[src/rtl/i2c_bus_arbiter_if.sv]
// i2c_bus_arbiter_if: pad, requester and status signals of the two-master I2C bus arbiter
interface i2c_bus_arbiter_if;
  logic       sda_in, scl_in, sda_oe, scl_oe;
  logic       m0_req, m1_req, m0_gnt, m1_gnt;
  logic       m0_sda_oe, m0_scl_oe, m1_sda_oe, m1_scl_oe;
  logic       m0_sda_in, m0_scl_in, m1_sda_in, m1_scl_in;
  logic       bus_busy, timeout_err;
  logic [1:0] owner;
  modport master (
    output sda_in, scl_in, m0_req, m1_req, m0_sda_oe, m0_scl_oe, m1_sda_oe, m1_scl_oe,
    input  sda_oe, scl_oe, m0_gnt, m1_gnt, m0_sda_in, m0_scl_in, m1_sda_in, m1_scl_in,
    input  bus_busy, timeout_err, owner
  );
  modport slave (
    input  sda_in, scl_in, m0_req, m1_req, m0_sda_oe, m0_scl_oe, m1_sda_oe, m1_scl_oe,
    output sda_oe, scl_oe, m0_gnt, m1_gnt, m0_sda_in, m0_scl_in, m1_sda_in, m1_scl_in,
    output bus_busy, timeout_err, owner
  );
endinterface

[src/rtl/i2c_bus_arbiter.sv]
// i2c_bus_arbiter: shares one open-drain I2C bus between two masters, grant held until STOP, stuck-SCL recovery
module i2c_bus_arbiter #(
  parameter int IDLE_CYCLES    = 500,
  parameter int TIMEOUT_CYCLES = 1000000
) (
  input logic             clk_clk,
  input logic             reset_reset_n,
  i2c_bus_arbiter_if.slave bus
);
  localparam int FW = $clog2(IDLE_CYCLES) + 1;
  localparam int TW = $clog2(TIMEOUT_CYCLES) + 1;
  localparam logic [FW-1:0] FREE_T  = FW'(IDLE_CYCLES);
  localparam logic [TW-1:0] STUCK_T = TW'(TIMEOUT_CYCLES - 1);
  typedef enum logic [1:0] {IDLE, GRANT0, GRANT1, FAULT} state_t;
  state_t state, state_n;
  logic sda_m, scl_m, sda_s, scl_s, sda_d;
  logic busy, last, last_n, tout;
  logic [FW-1:0] free_cnt;
  logic [TW-1:0] stuck_cnt;
  logic start, stop, bus_free, granted, stuck_hit, own_req, fault_req, pick1;
  assign start     = scl_s & sda_d & ~sda_s;
  assign stop      = scl_s & ~sda_d & sda_s;
  assign bus_free  = free_cnt == FREE_T;
  assign granted   = (state == GRANT0) | (state == GRANT1);
  assign stuck_hit = granted & ~scl_s & (stuck_cnt == STUCK_T);
  assign own_req   = (state == GRANT1) ? bus.m1_req : bus.m0_req;
  assign fault_req = last ? bus.m1_req : bus.m0_req;
  assign pick1     = bus.m1_req & (~bus.m0_req | ~last);
  // Synchronizers, bus condition tracking, free/stuck counters and FSM state
  always_ff @(posedge clk_clk or negedge reset_reset_n) begin
    if (!reset_reset_n) begin
      sda_m     <= 1'b0;
      scl_m     <= 1'b0;
      sda_s     <= 1'b0;
      scl_s     <= 1'b0;
      sda_d     <= 1'b0;
      busy      <= 1'b0;
      free_cnt  <= '0;
      stuck_cnt <= '0;
      state     <= IDLE;
      last      <= 1'b1;
      tout      <= 1'b0;
    end else begin
      sda_m     <= bus.sda_in;
      scl_m     <= bus.scl_in;
      sda_s     <= sda_m;
      scl_s     <= scl_m;
      sda_d     <= sda_s;
      busy      <= stuck_hit ? 1'b0 : start ? 1'b1 : stop ? 1'b0 : busy;
      free_cnt  <= (state == IDLE && !busy && sda_s && scl_s) ? (bus_free ? free_cnt : free_cnt + 1'b1) : '0;
      stuck_cnt <= (granted && !scl_s) ? (stuck_hit ? stuck_cnt : stuck_cnt + 1'b1) : '0;
      state     <= state_n;
      last      <= last_n;
      tout      <= stuck_hit;
    end
  end
  // Next state: grant on a free bus, release only between transfers, timeout overrides release
  always_comb begin
    state_n = state;
    last_n  = last;
    case (state)
      IDLE:    if (bus_free && (bus.m0_req || bus.m1_req)) state_n = pick1 ? GRANT1 : GRANT0;
      FAULT:   if (!fault_req) state_n = IDLE;
      default: if (stuck_hit || (!own_req && !busy)) begin
        state_n = stuck_hit ? FAULT : IDLE;
        last_n  = state == GRANT1;
      end
    endcase
  end
  assign bus.m0_gnt      = state == GRANT0;
  assign bus.m1_gnt      = state == GRANT1;
  assign bus.owner       = {state == GRANT1, state == GRANT0};
  assign bus.sda_oe      = (state == GRANT0) ? bus.m0_sda_oe : (state == GRANT1) ? bus.m1_sda_oe : 1'b0;
  assign bus.scl_oe      = (state == GRANT0) ? bus.m0_scl_oe : (state == GRANT1) ? bus.m1_scl_oe : 1'b0;
  assign bus.m0_sda_in   = bus.sda_in;
  assign bus.m0_scl_in   = bus.scl_in;
  assign bus.m1_sda_in   = bus.sda_in;
  assign bus.m1_scl_in   = bus.scl_in;
  assign bus.bus_busy    = busy;
  assign bus.timeout_err = tout;
endmodule

[src/flat_wrapper.sv]
// flat-port wrapper written by rule: the top's interface ports become plain ports
module i2c_bus_arbiter_flat 
#(
  parameter int IDLE_CYCLES    = 500,
  parameter int TIMEOUT_CYCLES = 1000000
)
  (clk_clk, reset_reset_n, bus_sda_in, bus_scl_in, bus_m0_req, bus_m1_req, bus_m0_sda_oe, bus_m0_scl_oe, bus_m1_sda_oe, bus_m1_scl_oe, bus_sda_oe, bus_scl_oe, bus_m0_gnt, bus_m1_gnt, bus_m0_sda_in, bus_m0_scl_in, bus_m1_sda_in, bus_m1_scl_in, bus_bus_busy, bus_timeout_err, bus_owner);
  i2c_bus_arbiter_if bus_i ();
  input logic clk_clk;
  input logic reset_reset_n;
  input wire logic [$bits(bus_i.sda_in)-1:0] bus_sda_in;
  input wire logic [$bits(bus_i.scl_in)-1:0] bus_scl_in;
  input wire logic [$bits(bus_i.m0_req)-1:0] bus_m0_req;
  input wire logic [$bits(bus_i.m1_req)-1:0] bus_m1_req;
  input wire logic [$bits(bus_i.m0_sda_oe)-1:0] bus_m0_sda_oe;
  input wire logic [$bits(bus_i.m0_scl_oe)-1:0] bus_m0_scl_oe;
  input wire logic [$bits(bus_i.m1_sda_oe)-1:0] bus_m1_sda_oe;
  input wire logic [$bits(bus_i.m1_scl_oe)-1:0] bus_m1_scl_oe;
  output wire logic [$bits(bus_i.sda_oe)-1:0] bus_sda_oe;
  output wire logic [$bits(bus_i.scl_oe)-1:0] bus_scl_oe;
  output wire logic [$bits(bus_i.m0_gnt)-1:0] bus_m0_gnt;
  output wire logic [$bits(bus_i.m1_gnt)-1:0] bus_m1_gnt;
  output wire logic [$bits(bus_i.m0_sda_in)-1:0] bus_m0_sda_in;
  output wire logic [$bits(bus_i.m0_scl_in)-1:0] bus_m0_scl_in;
  output wire logic [$bits(bus_i.m1_sda_in)-1:0] bus_m1_sda_in;
  output wire logic [$bits(bus_i.m1_scl_in)-1:0] bus_m1_scl_in;
  output wire logic [$bits(bus_i.bus_busy)-1:0] bus_bus_busy;
  output wire logic [$bits(bus_i.timeout_err)-1:0] bus_timeout_err;
  output wire logic [$bits(bus_i.owner)-1:0] bus_owner;
  assign bus_i.sda_in = bus_sda_in;
  assign bus_i.scl_in = bus_scl_in;
  assign bus_i.m0_req = bus_m0_req;
  assign bus_i.m1_req = bus_m1_req;
  assign bus_i.m0_sda_oe = bus_m0_sda_oe;
  assign bus_i.m0_scl_oe = bus_m0_scl_oe;
  assign bus_i.m1_sda_oe = bus_m1_sda_oe;
  assign bus_i.m1_scl_oe = bus_m1_scl_oe;
  assign bus_sda_oe = bus_i.sda_oe;
  assign bus_scl_oe = bus_i.scl_oe;
  assign bus_m0_gnt = bus_i.m0_gnt;
  assign bus_m1_gnt = bus_i.m1_gnt;
  assign bus_m0_sda_in = bus_i.m0_sda_in;
  assign bus_m0_scl_in = bus_i.m0_scl_in;
  assign bus_m1_sda_in = bus_i.m1_sda_in;
  assign bus_m1_scl_in = bus_i.m1_scl_in;
  assign bus_bus_busy = bus_i.bus_busy;
  assign bus_timeout_err = bus_i.timeout_err;
  assign bus_owner = bus_i.owner;
  i2c_bus_arbiter #(.IDLE_CYCLES(IDLE_CYCLES), .TIMEOUT_CYCLES(TIMEOUT_CYCLES)) u_core (.clk_clk(clk_clk), .reset_reset_n(reset_reset_n), .bus(bus_i));
endmodule
[config.mk]
export PLATFORM = sky130hd
export DESIGN_NAME = i2c_bus_arbiter_flat
export DESIGN_NICKNAME = d
export VERILOG_FILES = /design/src/rtl/i2c_bus_arbiter_if.sv /design/src/rtl/i2c_bus_arbiter.sv /design/src/flat_wrapper.sv
export SDC_FILE = /design/constraint.sdc
export NUM_CORES = 1
export LEC_CHECK = 0
export ABC_CLOCK_PERIOD_IN_PS = 4600
export BUFFER_PORTS_ARGS = -buffer_cell sky130_fd_sc_hd__buf_2
export CAP_MARGIN = 0
export CORE_AREA = 2 2 82 84
export CTS_CLUSTER_DIAMETER = 30
export DETAILED_ROUTE_END_ITERATION = 8
export DIE_AREA = 0 0 84 86
export GPL_TIMING_DRIVEN = 0
export SLEW_MARGIN = 20
export SYNTH_ARGS = -nofsm -noshare
export SYNTH_HDL_FRONTEND = slang
export SYNTH_SLANG_ARGS = --single-unit
[constraint.sdc]
create_clock -name clk_clk -period 4.6 [get_ports clk_clk]
set_clock_uncertainty 0.05 [all_clocks]
set_input_delay 0.23 -clock clk_clk [delete_from_list [all_inputs] [get_ports clk_clk]]
set_output_delay 0.23 -clock clk_clk [all_outputs]
set_load 0.05 [all_outputs]
==> Word-level counts from Yosys, hierarchy flattened <==
Index checks and enable logic that the tools add are counted.
{ "totals": {"output_inout_bits": 12, "regBits": 41, "elab_cells": 73, "mem_count": 0, "ram_bits": 0, "latch_bits": 0, "mem_bits_ro": 0, "in_bits": 10} }
{ "classes": {"n_bitwise": 15, "order_cmp": 0, "mul": 0, "eq_ne": 9, "shift": 0, "n_reduce_logical": 17, "addsub": 2, "div_mod_pow": 0, "n_mux": 19} }
{ "op_table": {"columns": ["cell", "n"], "rows": [
  ["$mux W21", 2],
  ["$add A21 B1 Y21 const B", 1],
  ["$eq A21 B20 Y1 const B", 1],
  ["$mux W10", 2],
  ["$add A10 B1 Y10 const B", 1],
  ["$eq A10 B9 Y1 const B", 1],
  ["$mux W2", 5],
  ["$mux W1", 9],
  ["$ne A2 B2 Y1 const B", 4],
  ["$and A1 B1 Y1", 7],
  ["$logic_and A1 B1 Y1", 6],
  ["$not A1 Y1", 6],
  ["$reduce_bool A3 Y1", 2],
  ["$eq A2 B2 Y1 const B", 2],
  ["$pmux W2 S2", 1],
  ["$logic_not A1 Y1", 3],
  ["$reduce_and A3 Y1", 1],
  ["$eq A2 B1 Y1 const B", 1],
  ["$logic_not A2 Y1", 1],
  ["$logic_or A1 B1 Y1", 2],
  ["$or A1 B1 Y1", 2],
  ["$reduce_and A2 Y1", 1],
  ["$reduce_or A2 Y1", 1]
]} }

==> Depth between registers and ports, before layout <==
{ "logic_depth": {"ltp_word": 7, "depth_mapped": 7, "ltp_nobuf": 7} }

==> Worst setup path after synthesis <==
Ideal clock, no wire load.
{ "synth_path": {"kind": "flip-flop to output port", "start": "register u_core.state[0]", "end": "output port bus_scl_oe", "path_stages_with_launch": 5, "path_slack_ns": 2.104, "t_arrival_ns": 2.216, "cell_sequence": "dfrtp_1 > inv_1 > ha_1 > nand2_1 > o21ai_0"} }
{ "synth_between": {"elab_chain_len": 3, "word_cells_on_any_way": 4, "cone_classes": "2 x eq/ne; 2 x mux"} }
{ "synth_lines": {"columns": ["item", "line_no", "source"], "rows": [
  ["start: declaration", "i2c_bus_arbiter.sv:15", "state_t state, state_n;"],
  ["start signal: assignment", "i2c_bus_arbiter.sv:52", "state <= state_n;"],
  ["$eq A2 B2 Y1", null, null],
  ["via bus_m1_gnt", "flat_wrapper.sv:22", "output wire logic [$bits(bus_i.m1_gnt)-1:0] bus_m1_gnt;"],
  ["$mux W1 (2 in series)", "i2c_bus_arbiter.sv:74", "assign bus.scl_oe = (state == GRANT0) ? bus.m0_scl_oe : (state == GRANT1) ? bus.m1_scl_oe : 1'b0;"],
  ["end: declaration", "flat_wrapper.sv:20", "output wire logic [$bits(bus_i.scl_oe)-1:0] bus_scl_oe;"]
]} }
The timed path passes the listed nets, and every way through them passes these cells.

==> Worst setup path after layout <==
{ "layout_path": {"start": "register u_core.state[0]", "end": "register u_core.state[1]"} }
{ "layout_between": {"elab_chain_len": 7, "word_cells_on_any_way": 18, "cone_classes": "5 x eq/ne; 4 x mux; 3 x bitwise; 6 x reduce/logical"} }
{ "layout_lines": {"columns": ["item", "line_no"], "rows": [
  ["$eq A2 B1 Y1 or $eq A2 B2 Y1 (tied branches)", "i2c_bus_arbiter.sv:24, i2c_bus_arbiter.sv:26"],
  ["$or A1 B1 Y1 or $mux W1 (tied branches)", "i2c_bus_arbiter.sv:24, i2c_bus_arbiter.sv:26"],
  ["$and A1 B1 Y1 or $logic_not A1 Y1 (tied branches)", "i2c_bus_arbiter.sv:25, i2c_bus_arbiter.sv:64"],
  ["$and A1 B1 Y1 or $logic_and A1 B1 Y1 (tied branches)", "i2c_bus_arbiter.sv:25, i2c_bus_arbiter.sv:64"],
  ["$mux W2 or $logic_or A1 B1 Y1 (tied branches)", "i2c_bus_arbiter.sv:65, i2c_bus_arbiter.sv:64"],
  ["$mux W2 or $reduce_bool A3 Y1 (tied branches)", null],
  ["$pmux W2 S2 or $reduce_and A3 Y1 (tied branches)", null]
]} }
Parallel ways exist; a longest one is shown, timed or not. The select of a mux whose other input is x is not followed.
A chain may end at the register's enable or synchronous reset.

==> flow_metrics.env <==
export IMPL_h_tree_depth=2
export IMPL_start_kind="flip-flop"
export IMPL_multi_input_area_um2=1050
export IMPL_yosys_area_share_adder_pct=4.03
export IMPL_clk_pin_slew_ps=80
export IMPL_p_leak_nw=1.03
export IMPL_track_usage_pct=13.2
export IMPL_avgRoutedWirePerCell_um=12.9
export IMPL_critPathMaxFanout=6
export IMPL_cts_root_buf="clkbuf_8"
export IMPL_netlist_instances=224
export IMPL_viasPerCell=4.96
export IMPL_power_density_nw_per_um2=415
export IMPL_yosysWarnings=0
export IMPL_numCtsBuffers=5
export IMPL_met2WireLength_mm=1.91
export IMPL_cp_slowest_stage_delay_ps=580
export IMPL_synthesis_area_um2=2170
export IMPL_fin_util_pct=39.2
export IMPL_antenna_found_initial=0
export IMPL_yosysSeqAreaShare_pct=47.3
export IMPL_synth_nets=241
export IMPL_end_kind="flip-flop"
export IMPL_portBuffers=21
export IMPL_min_path_type="in2async"
export IMPL_dpl_cell_count=322
export IMPL_arrival_ps=2210
export IMPL_fill_cells=650
export IMPL_syn_avg_cell_area_um2=9.70
export IMPL_slew_headroom_pct=38.6
export IMPL_final_setup_viol_count=0
export IMPL_drt_iter0_markers=62
export IMPL_tightestPinTransition_ps=921
export IMPL_place_congestion=0.825
export IMPL_path_class="reg2reg"
export IMPL_synth_seq_cells=41
export IMPL_final_cells=330
export IMPL_grt_pass1_wl_mm=7.62
export IMPL_combPwrFrac_pct=36.6
export IMPL_ys_types=43
export IMPL_start_util_pct=34.6
export IMPL_synthArstFlopShare_pct=100
export IMPL_clkSinkCount=41
export IMPL_synthFlopType="dfrtp_1"
export IMPL_final_nets=269
export IMPL_period_share_pct=44.2
export IMPL_clock_latency_ps=300
export IMPL_layout_common_cells="dfrtp_1, nor2_1, buf_2"
export IMPL_intPower_mw=0.613
export IMPL_final_layout_size_suffix_gt1_share_pct=19.8
export IMPL_report_final_slew_viol_count=0
export IMPL_dr_wl_met3_um=171
export IMPL_cts_resized=0
export IMPL_max_freq_mhz=492
export IMPL_cp_slowest_cell="or4_4"
export IMPL_die_h_um=86
export IMPL_cp_top_family="simple AND/OR/NAND/NOR gates"
export IMPL_m1WireLength_mm=2.14
export IMPL_post_dp_hpwl_mm=2.95
export IMPL_io_pins=22
export IMPL_die_w_um=84
export IMPL_switching_share_pct=39.9
export IMPL_drt_wl_total_mm=4.27
export IMPL_synthMuxAreaShare_pct=1.96
export IMPL_postRouteAntennaNets=0
export IMPL_synth_top_family_by_area="simple AND/OR/NAND/NOR gates"
export IMPL_cts_setup_buffers=0
export IMPL_gr_total_overflow=0
export IMPL_first_global_vias=1621
export IMPL_reg2reg_slack_ps=2570
export IMPL_vias=1636
export IMPL_required_ps=4780
export IMPL_drv_cap=0
export IMPL_rsz0062_at_grt="false"
export IMPL_n_antenna_cell=0
export IMPL_synth_simple_area_share_pct=25.2
export IMPL_topRoutingLayerUsed="met4"
export IMPL_rows=29
export IMPL_layout_commonest_cell="dfrtp_1"
export IMPL_design_die_area_um2=7220
export IMPL_finalPower_mw=1.02
export IMPL_outcome="completed"
export IMPL_firstDrtPassIters=4
export IMPL_synth_edff_count=0
export IMPL_syn2layout_area_growth_pct=13.2
export IMPL_final_seq_area_um2=1030
export IMPL_hold_viol=0
export IMPL_min_period_ps=2030
export IMPL_seq_power_share_pct=40.3
export IMPL_cts_hold_buf=0
export IMPL_clockBufferDepth=2
export IMPL_grt_max_degree=42
export IMPL_synth_xor_area_share_pct=7.66
export IMPL_crit_chain="inv_1 > ha_1 > nand2_1 > or4_4 > a21oi_2 > a2bb2oi_1"
export IMPL_core_area_um2=6280
export IMPL_power_net_switching_mw=0.408
export IMPL_synth_compound_area_share_pct=9.56
export IMPL_vdd_ir_drop_max_mv=0.333
export IMPL_drc=0
export IMPL_clkPwrFrac_pct=23.2
export IMPL_cts_tree="yes"
export IMPL_setup_tns_ps=0
export IMPL_critPathBufInv=1
[per-stage QoR]
step	cell area (um2)	hold slack, ps	setup slack [ps]
floorplan	2170	-116	2100
global placement	2370	285	2610
detailed placement	2370	286	2590
CTS	2460	4.69	2560
global route	2460	2.98	2420
finish	2460	10.8	2570
[path summary, 6_finish.rpt]
kind,start,to,depth (start not counted)
max in group asynchronous,reset_reset_n,u_core.stuck_cnt[18],1
min reg2reg,u_core.scl_m,u_core.scl_s,0
max,u_core.state[0],u_core.state[1],6
max reg2reg,u_core.state[0],u_core.state[1],6
min,reset_reset_n,u_core.free_cnt[0],1
min in group clk_clk,bus_sda_in,u_core.sda_m,1
[kinds of logic after synthesis]
kind of cell    count (synthesis)
compound gates                 34
xor+xnor                       19
fa+ha+maj                       7
buf+inv                        19
flops                          41
mux                             4
simple gates                  100
[flip-flops by register name, summed over array words and instances (netlist names)]
signal	cells
u_core.scl_m	1
u_core.stuck_cnt	21
u_core.last	1
u_core.bus.bus_busy	1
u_core.scl_s	1
u_core.sda_s	1
u_core.bus.timeout_err	1
u_core.free_cnt	10
u_core.state	2
u_core.sda_m	1
u_core.sda_d	1
[cells in the mapped netlist (3+ instances only)]
| cell type | instances | area (um2) |
|---|---|---|
| nand2_1 | 14 | 52.6 |
| nor2b_1 | 3 | 18.8 |
| dfrtp_1 | 40 | 1000 |
| nand3_1 | 13 | 65.1 |
| and3_1 | 5 | 31.3 |
| xor2_1 | 11 | 96.3 |
| a21oi_1 | 9 | 45.0 |
| clkbuf_1 | 3 | 11.3 |
| nand4_1 | 4 | 25.0 |
| xnor2_1 | 8 | 70.1 |
| buf_4 | 6 | 45.0 |
| ha_1 | 7 | 87.6 |
| o21ai_0 | 13 | 65.1 |
| and4_2 | 3 | 30.0 |
| inv_1 | 9 | 33.8 |
| nor3_1 | 7 | 35.0 |
| or3_1 | 7 | 43.8 |
| nor2_1 | 30 | 113 |
[power by group through the flow]
stage / clock network, mW / logic, mW / registers [mW]
5_1_grt: 0.257 / 0.410 / 0.415
3_3_place_gp: 0 / 0.375 / 0.417
3_5_place_dp: 0 / 0.376 / 0.417
4_1_cts: 0.244 / 0.377 / 0.411
2_1_floorplan: 0 / 0.291 / 0.416
6_report: 0.236 / 0.373 / 0.411
[layer usage]
metal | global-route usage (%) | vias up
li1 | - | 833
met1 | 16.7 | 767
met2 | 21.7 | 32
met3 | 3.56 | 4
met4 | 4.84 | 0
met5 | 0 | -
[final cells by class]
cell class                      instances  area share, %
Clock buffer                            5           2.80
Multi-Input combinational cell        164           42.7
Sequential cell                        41           41.7
Buffer                                 10           2.49
Clock inverter                          3          0.712
Inverter                                9           1.37
Tap cell                               77           3.91
Timing Repair Buffer                   21           4.27
Power figures use the tool's default switching activity.
